$ cat src/rtl/mem_ctrl_64.sv
// mem_ctrl_64: single-outstanding request controller for a 64-word memory chip.
// ROM at 0x00-0x0F, RAM0 at 0x10-0x17, RAM1 at 0x28-0x2F; everything else errors.
module mem_ctrl_64 #(
    parameter int WAIT_CYCLES = 1
) (
    input  logic        clk,
    input  logic        rst_n,
    input  logic        req_valid,
    output logic        req_ready,
    input  logic [5:0]  req_addr,
    input  logic        req_we,
    input  logic [15:0] req_wdata,
    output logic        resp_valid,
    input  logic        resp_ready,
    output logic [15:0] resp_rdata,
    output logic        resp_err,
    output logic [5:0]  mem_addr,
    output logic        mem_rw,
    output logic [15:0] mem_din,
    input  logic [15:0] mem_dout
);

    localparam logic [3:0] LP_LOAD = 4'(WAIT_CYCLES - 1);

    typedef enum logic [1:0] {
        S_IDLE,
        S_SETUP,
        S_ACCESS,
        S_RESP
    } state_t;

    state_t      r_state;
    state_t      w_next;
    logic [3:0]  r_cnt;
    logic        r_we;
    logic        r_err;
    logic [15:0] r_rdata;
    logic [5:0]  r_mem_addr;
    logic [15:0] r_mem_din;
    logic        w_hs;
    logic        w_legal;
    logic        w_last;

    always_comb begin
        w_legal = 1'b0;
        unique case (1'b1)
            (req_addr[5:4] == 2'b00):  w_legal = !req_we;
            (req_addr[5:3] == 3'b010): w_legal = 1'b1;
            (req_addr[5:3] == 3'b101): w_legal = 1'b1;
            default:                   w_legal = 1'b0;
        endcase
    end

    assign req_ready  = (r_state == S_IDLE) && rst_n;
    assign w_hs       = req_valid && req_ready;
    assign w_last     = (r_state == S_ACCESS) && (r_cnt == 4'd0);
    assign resp_valid = (r_state == S_RESP);
    assign resp_rdata = r_rdata;
    assign resp_err   = r_err;
    assign mem_addr   = r_mem_addr;
    assign mem_din    = r_mem_din;
    // Strobe decoded from registered state so an async reset drops it at once.
    assign mem_rw     = (r_state == S_ACCESS) && r_we;

    always_ff @(posedge clk or negedge rst_n) begin
        if (!rst_n) begin
            r_state <= S_IDLE;
        end else begin
            r_state <= w_next;
        end
    end

    always_comb begin
        w_next = r_state;
        unique case (r_state)
            S_IDLE: begin
                if (w_hs) begin
                    w_next = w_legal ? S_SETUP : S_RESP;
                end
            end
            S_SETUP: begin
                w_next = S_ACCESS;
            end
            S_ACCESS: begin
                if (r_cnt == 4'd0) begin
                    w_next = S_RESP;
                end
            end
            S_RESP: begin
                if (resp_ready) begin
                    w_next = S_IDLE;
                end
            end
            default: begin
                w_next = S_IDLE;
            end
        endcase
    end

    always_ff @(posedge clk or negedge rst_n) begin
        if (!rst_n) begin
            r_cnt      <= 4'd0;
            r_we       <= 1'b0;
            r_err      <= 1'b0;
            r_rdata    <= 16'd0;
            r_mem_addr <= 6'd0;
            r_mem_din  <= 16'd0;
        end else begin
            if (w_hs) begin
                r_we    <= req_we;
                r_err   <= !w_legal;
                r_rdata <= 16'd0;
                // Rejected requests leave the chip bus exactly as it was.
                if (w_legal) begin
                    r_mem_addr <= req_addr;
                    r_mem_din  <= req_wdata;
                end
            end
            if (r_state == S_SETUP) begin
                r_cnt <= LP_LOAD;
            end else if ((r_state == S_ACCESS) && (r_cnt != 4'd0)) begin
                r_cnt <= r_cnt - 4'd1;
            end
            if (w_last && !r_we) begin
                r_rdata <= mem_dout;
            end
        end
    end

endmodule
$ cat config.mk
export PLATFORM = sky130hd
export DESIGN_NAME = mem_ctrl_64
export DESIGN_NICKNAME = d
export VERILOG_FILES = /design/src/rtl/mem_ctrl_64.sv
export SDC_FILE = /design/constraint.sdc
export NUM_CORES = 1
export LEC_CHECK = 0
export CORE_MARGIN = 2
export CORE_UTILIZATION = 38
export CTS_CLUSTER_SIZE = 8
export DETAILED_ROUTE_END_ITERATION = 10
export PLACE_DENSITY = 0.84
export SLEW_MARGIN = 20
export SYNTH_ARGS = -nofsm -noshare
export SYNTH_HDL_FRONTEND = slang
export SYNTH_SLANG_ARGS = --single-unit
$ cat constraint.sdc
create_clock -name clk -period 1.77 [get_ports clk]
set_input_delay 0.4425 -clock clk [delete_from_list [all_inputs] [get_ports clk]]
set_output_delay 0.4425 -clock clk [all_outputs]
set_load 0.02 [all_outputs]
# After elaboration in Yosys (flattened, before gate mapping)
# Cells that the tools add are included.
# totals
inputBits,43
regBits,46
wordCells,44
# op_classes
eq_ne,8
n_mux,10
n_reduce_logical,18
addsub,1
# ops
op,count
two-way mux 16 bit,2
two-way mux 2 bit,4
two-way mux 4 bit,2
case mux 2 bit (4 select lines),1
logical AND 1 bit,6
equality test 2 bit (second input constant),2
logical NOT 2 bit,2
logical NOT 4 bit,1
!= test 2 bit (second input constant),2
nonzero test 2 bit,2
nonzero test 4 bit,1
subtractor 4 x 1 -> 4 bit (second input constant),1
equality test 3 x 2 -> 1 bit (second input constant),1
equality test 3 bit (second input constant),1
logical NOT 1 bit,3
AND reduction 3 bit,1
equality test 2 x 1 -> 1 bit (second input constant),1
!= test 2 x 1 -> 1 bit (second input constant),1
case mux 1 bit (2 select lines),1
AND reduction 2 bit,1
OR reduction 2 bit,1

# Longest topological paths before layout
# logic_depth
ltp_word,6
ltp_mapped,7

# Worst setup path before layout
# OpenSTA, ideal clock, no wires.
# synth_path
path_kind,reg-to-reg
start,register r_state[0]
end,"register r_mem_addr[3], in the netlist mem_addr[3]"
t_arrival_ps,1800
stages_incl_launch_ff,8
setup_time_ps,125
path_slack_ps,-155
t_required_ps,1645
path_cell_list,dfrtp_1 -> inv_1 -> ha_1 -> and2_1 -> nand2_2 -> nor2_2 -> buf_4 -> mux2_2
# synth_between
elab_chain_len,4
# synth_lines
item,line,rtl
start: declaration,32,state_t r_state;
start signal: assignment,69,r_state <= w_next;
logical NOT 2 bit,54,assign req_ready = (r_state == S_IDLE) && rst_n;
logical AND 1 bit,54,
via req_ready,9,"output logic req_ready,"
logical AND 1 bit,55,assign w_hs = req_valid && req_ready;
AND reduction 2 bit (no line),-,
end signal: assignment,115,r_mem_addr <= req_addr;
end: declaration,38,logic [5:0] r_mem_addr;
# The timed path passes the listed nets, and every way through them passes these cells.
# A chain may end at the register's enable or synchronous reset.

# Worst setup path in the final report
# layout_path
start,register r_cnt[1]
end,register r_state[1]
# layout_between
elab_chain_len,3
# layout_lines
item,line,rtl
start: declaration,34,logic [3:0] r_cnt;
start signal: assignment,122,r_cnt <= r_cnt - 4'd1;
logical NOT 4 bit,85,if (r_cnt == 4'd0) begin
!= test 2 bit (no line),-,
AND reduction 3 bit (no line),-,
# No other way between the ends.

==> run summary <==
Via density - 4.644
warnings from Yosys - 0
Clock Latency Late Sink - 0.29 ns
fin worst setup slack - -0.01347 ns
Req. time, crit path - 1.98 ns
delay-heaviest family, CP - compound AO/OA/AOI/OAI gates
Final Max Slew Viols - 0
DR WL met2 - 2332 um
die height - 75.74 um
Total Routing Usage GR - 0.1544
final setup violation count - 1
most frequent cells in the layout - clkdlybuf4s50_1, dfrtp_1, nand2_1, mux2_4
first-pass GRT wire length - 6679 um
H-tree depth - 2
Filler cells - 414
worst path bufs/invs - 2
cts bufs inserted - 5
Synth Net Count - 218
CTS sink cnt - 46
worst vdd ir - 0.0009494 V
Die X - 75.74 um
Least-Margin Pin Slew - 0.5752 ns
Worst Setup Start Kind - register
Setup TNS Final - -0.01347 ns
# diodes - 0
Wirelength per Cell - 13.78 um
Core Rows - 26
normalized max-slew margin - 0.6165
hold slack - 0.3525 ns
MaxCap Viol Count - 0
DR iter-0 viols - 60
drt first pass iters - 4
Post-synth EDFFs - 0
RSZ-0062 raised after global routing - yes
Leak Pwr - 0.001506 uW
Mapped Area - 1956 um2
endpoints failing hold - 0
violations in the final reports - setup timing
Detail Placement HPWL - 3265 um
hold buffers post-CTS - 0
Core ar. - 5042 um2
status - finished, violations left
Yosys reg bits - 46
crit-path cells - inv_2 -> ha_4 -> or3b_4 -> a222oi_1 -> buf_4 -> nor2_1 -> a21oi_1
Avg Cell Area, Syn - 11.64 um2
buffers added on ports - 84
post-synthesis async set-or-reset flop share - 1.000
Highest Clock Rate - 560.7 MHz
nets@finish - 322
CTS max path bufs - 2
DRC viols - 0
Post-Syn Instances - 168
Die ar. - 5737 um2
post-synth cell types - 27
TritonCTS clock tree - yes
HP Class - input port to async pin
PwrDens - 1614 nW/um2
Root Buffer - clkbuf_8
DR WL met3 - 364 um
WL final - 4727 um
Met1 Wirelength - 2022 um
Top FF cell, synth - dfrtp_1
Worst path max stage delay - 0.42 ns
CP Capture Type - register
worst r2r src - r_cnt[1]
GR Overflow Total - 0
final period utilization - 1.008
layout cells sized above 1 - 0.2381
final core occ - 0.6467
max layer used - met4
sequential cell area fraction in the yosys report - 0.5886
Worst Path Max Fanout - 5
Clk pin slew, worst setup/hold paths - 0.08 ns
WP data arrival - 2.00 ns
largest net degree at the start of global routing - 47
total number of vias - 1593
commonest non-fill, non-tap cell in the layout - clkdlybuf4s50_1
critical path class - register to register
worst setup path start - r_cnt[1]
# IOs - 85
Placer Congestion - 0.7085
remaining antenna violation count - 0
Initial Util - 0.3878
Slowest cell on crit path - dfrtp_1
worst setup slack after placement - -0.3300 ns
vias in the first global route - 1459
fin crit period - 1.783 ns
Worst Clk Skew - 0.008166 ns
Area Growth Syn to Fin - 66.73%
initial antenna violation count - 0
cells by family (layout without fill, tap and decap cells):
group,Yosys count,in the layout,synth area share
and+or+nand+nor,52,52,0.1190
DFF,46,46,0.5886
muxes,24,24,0.1376
AOI/OAI and AO/OA,23,23,0.06334
buffers and inverters,13,118,0.03327
adders and majority gates,7,7,0.04478
xor gates and xnor gates,3,3,0.01344
sequential cells by signal, summed over array words and instances, names as in the netlist:
| signal | cells |
|---|---|
| mem_addr | 6 |
| mem_din | 16 |
| r_cnt | 4 |
| r_state | 2 |
| r_we | 1 |
| resp_err | 1 |
| resp_rdata | 16 |
stage by stage:
stage	power (uW)	cells	cell area, um2
finish	5263	343	3261
global route	5609	343	3261
CTS	5058	339	3082
detailed placement	4309	331	2977
global placement	4227	331	2977
floorplan	3003	168	1967
power breakdown:
group          internal, uW  total, uW  switching (uW)
Sequential             1510       1770             260
Clock                   422        746             323
Combinational          1470       2750            1280
worst register-to-register path: cells and delay by family, from the launching register on:
kind                     cells  cell delay [ns]
buffers and inverters        2             0.28
AND/OR/NAND/NOR              2             0.45
flip-flops                   1             0.42
adder cells (fa/ha/maj)      1             0.12
AO/OA/AOI/OAI                2             0.45
per-layer routing:
layer	up-vias	GRT usage
met4	0	0.02924
met2	63	0.2538
met3	2	0.06481
met5	-	0
li1	762	-
met1	766	0.1924
cells in the mapped netlist (2+ instances only):
library cell | n | area (um2)
mux2_2 | 6 | 67.56
nor2_1 | 5 | 18.77
buf_4 | 4 | 30.03
o21ai_0 | 15 | 75.07
ha_1 | 7 | 87.58
and2_1 | 2 | 12.51
xor2_1 | 2 | 17.52
a21oi_1 | 3 | 15.01
dfrtp_1 | 46 | 1151
inv_1 | 7 | 26.28
o21ai_1 | 3 | 15.01
nand3_1 | 2 | 10.01
nand2b_1 | 2 | 12.51
mux2_1 | 17 | 191.4
nand2_1 | 35 | 131.4
timing repair:
| action | 4_1_cts | 5_1_grt |
|---|---|---|
| pin swaps | 0 | 2 |
| setup buffers | 0 | 2 |
| resized for setup | 13 | 38 |
| gates cloned | 0 | 2 |
| endpoints found under the setup margin | 22 | 45 |
| hold endpoints to repair | 0 | 0 |
final cells by class:
type                    instances  area [um2]  share of cell area
multi-input cells             109       874.6              0.2682
clock inverters                 1       30.03            0.009210
well taps                      70       87.58             0.02686
clock buffers                   7       76.32             0.02341
repair buffers                103        1015              0.3112
inverters                       7       26.28            0.008058
flip-flops and latches         46        1151              0.3530
worst paths after layout:
kind | slack, ns | endpoint | cells past startpoint
min in group clk | 0.50 | mem_din[15] | 1
max in group asynchronous | 1.01 | mem_din[11] | 3
worst min-delay path | 0.35 | mem_din[15] | 3
worst min register to register | 0.50 | mem_din[15] | 1
worst max-delay path | -0.01 | r_state[1] | 7
worst max register to register | -0.01 | r_state[1] | 7
Power figures use the tool's default switching activity.
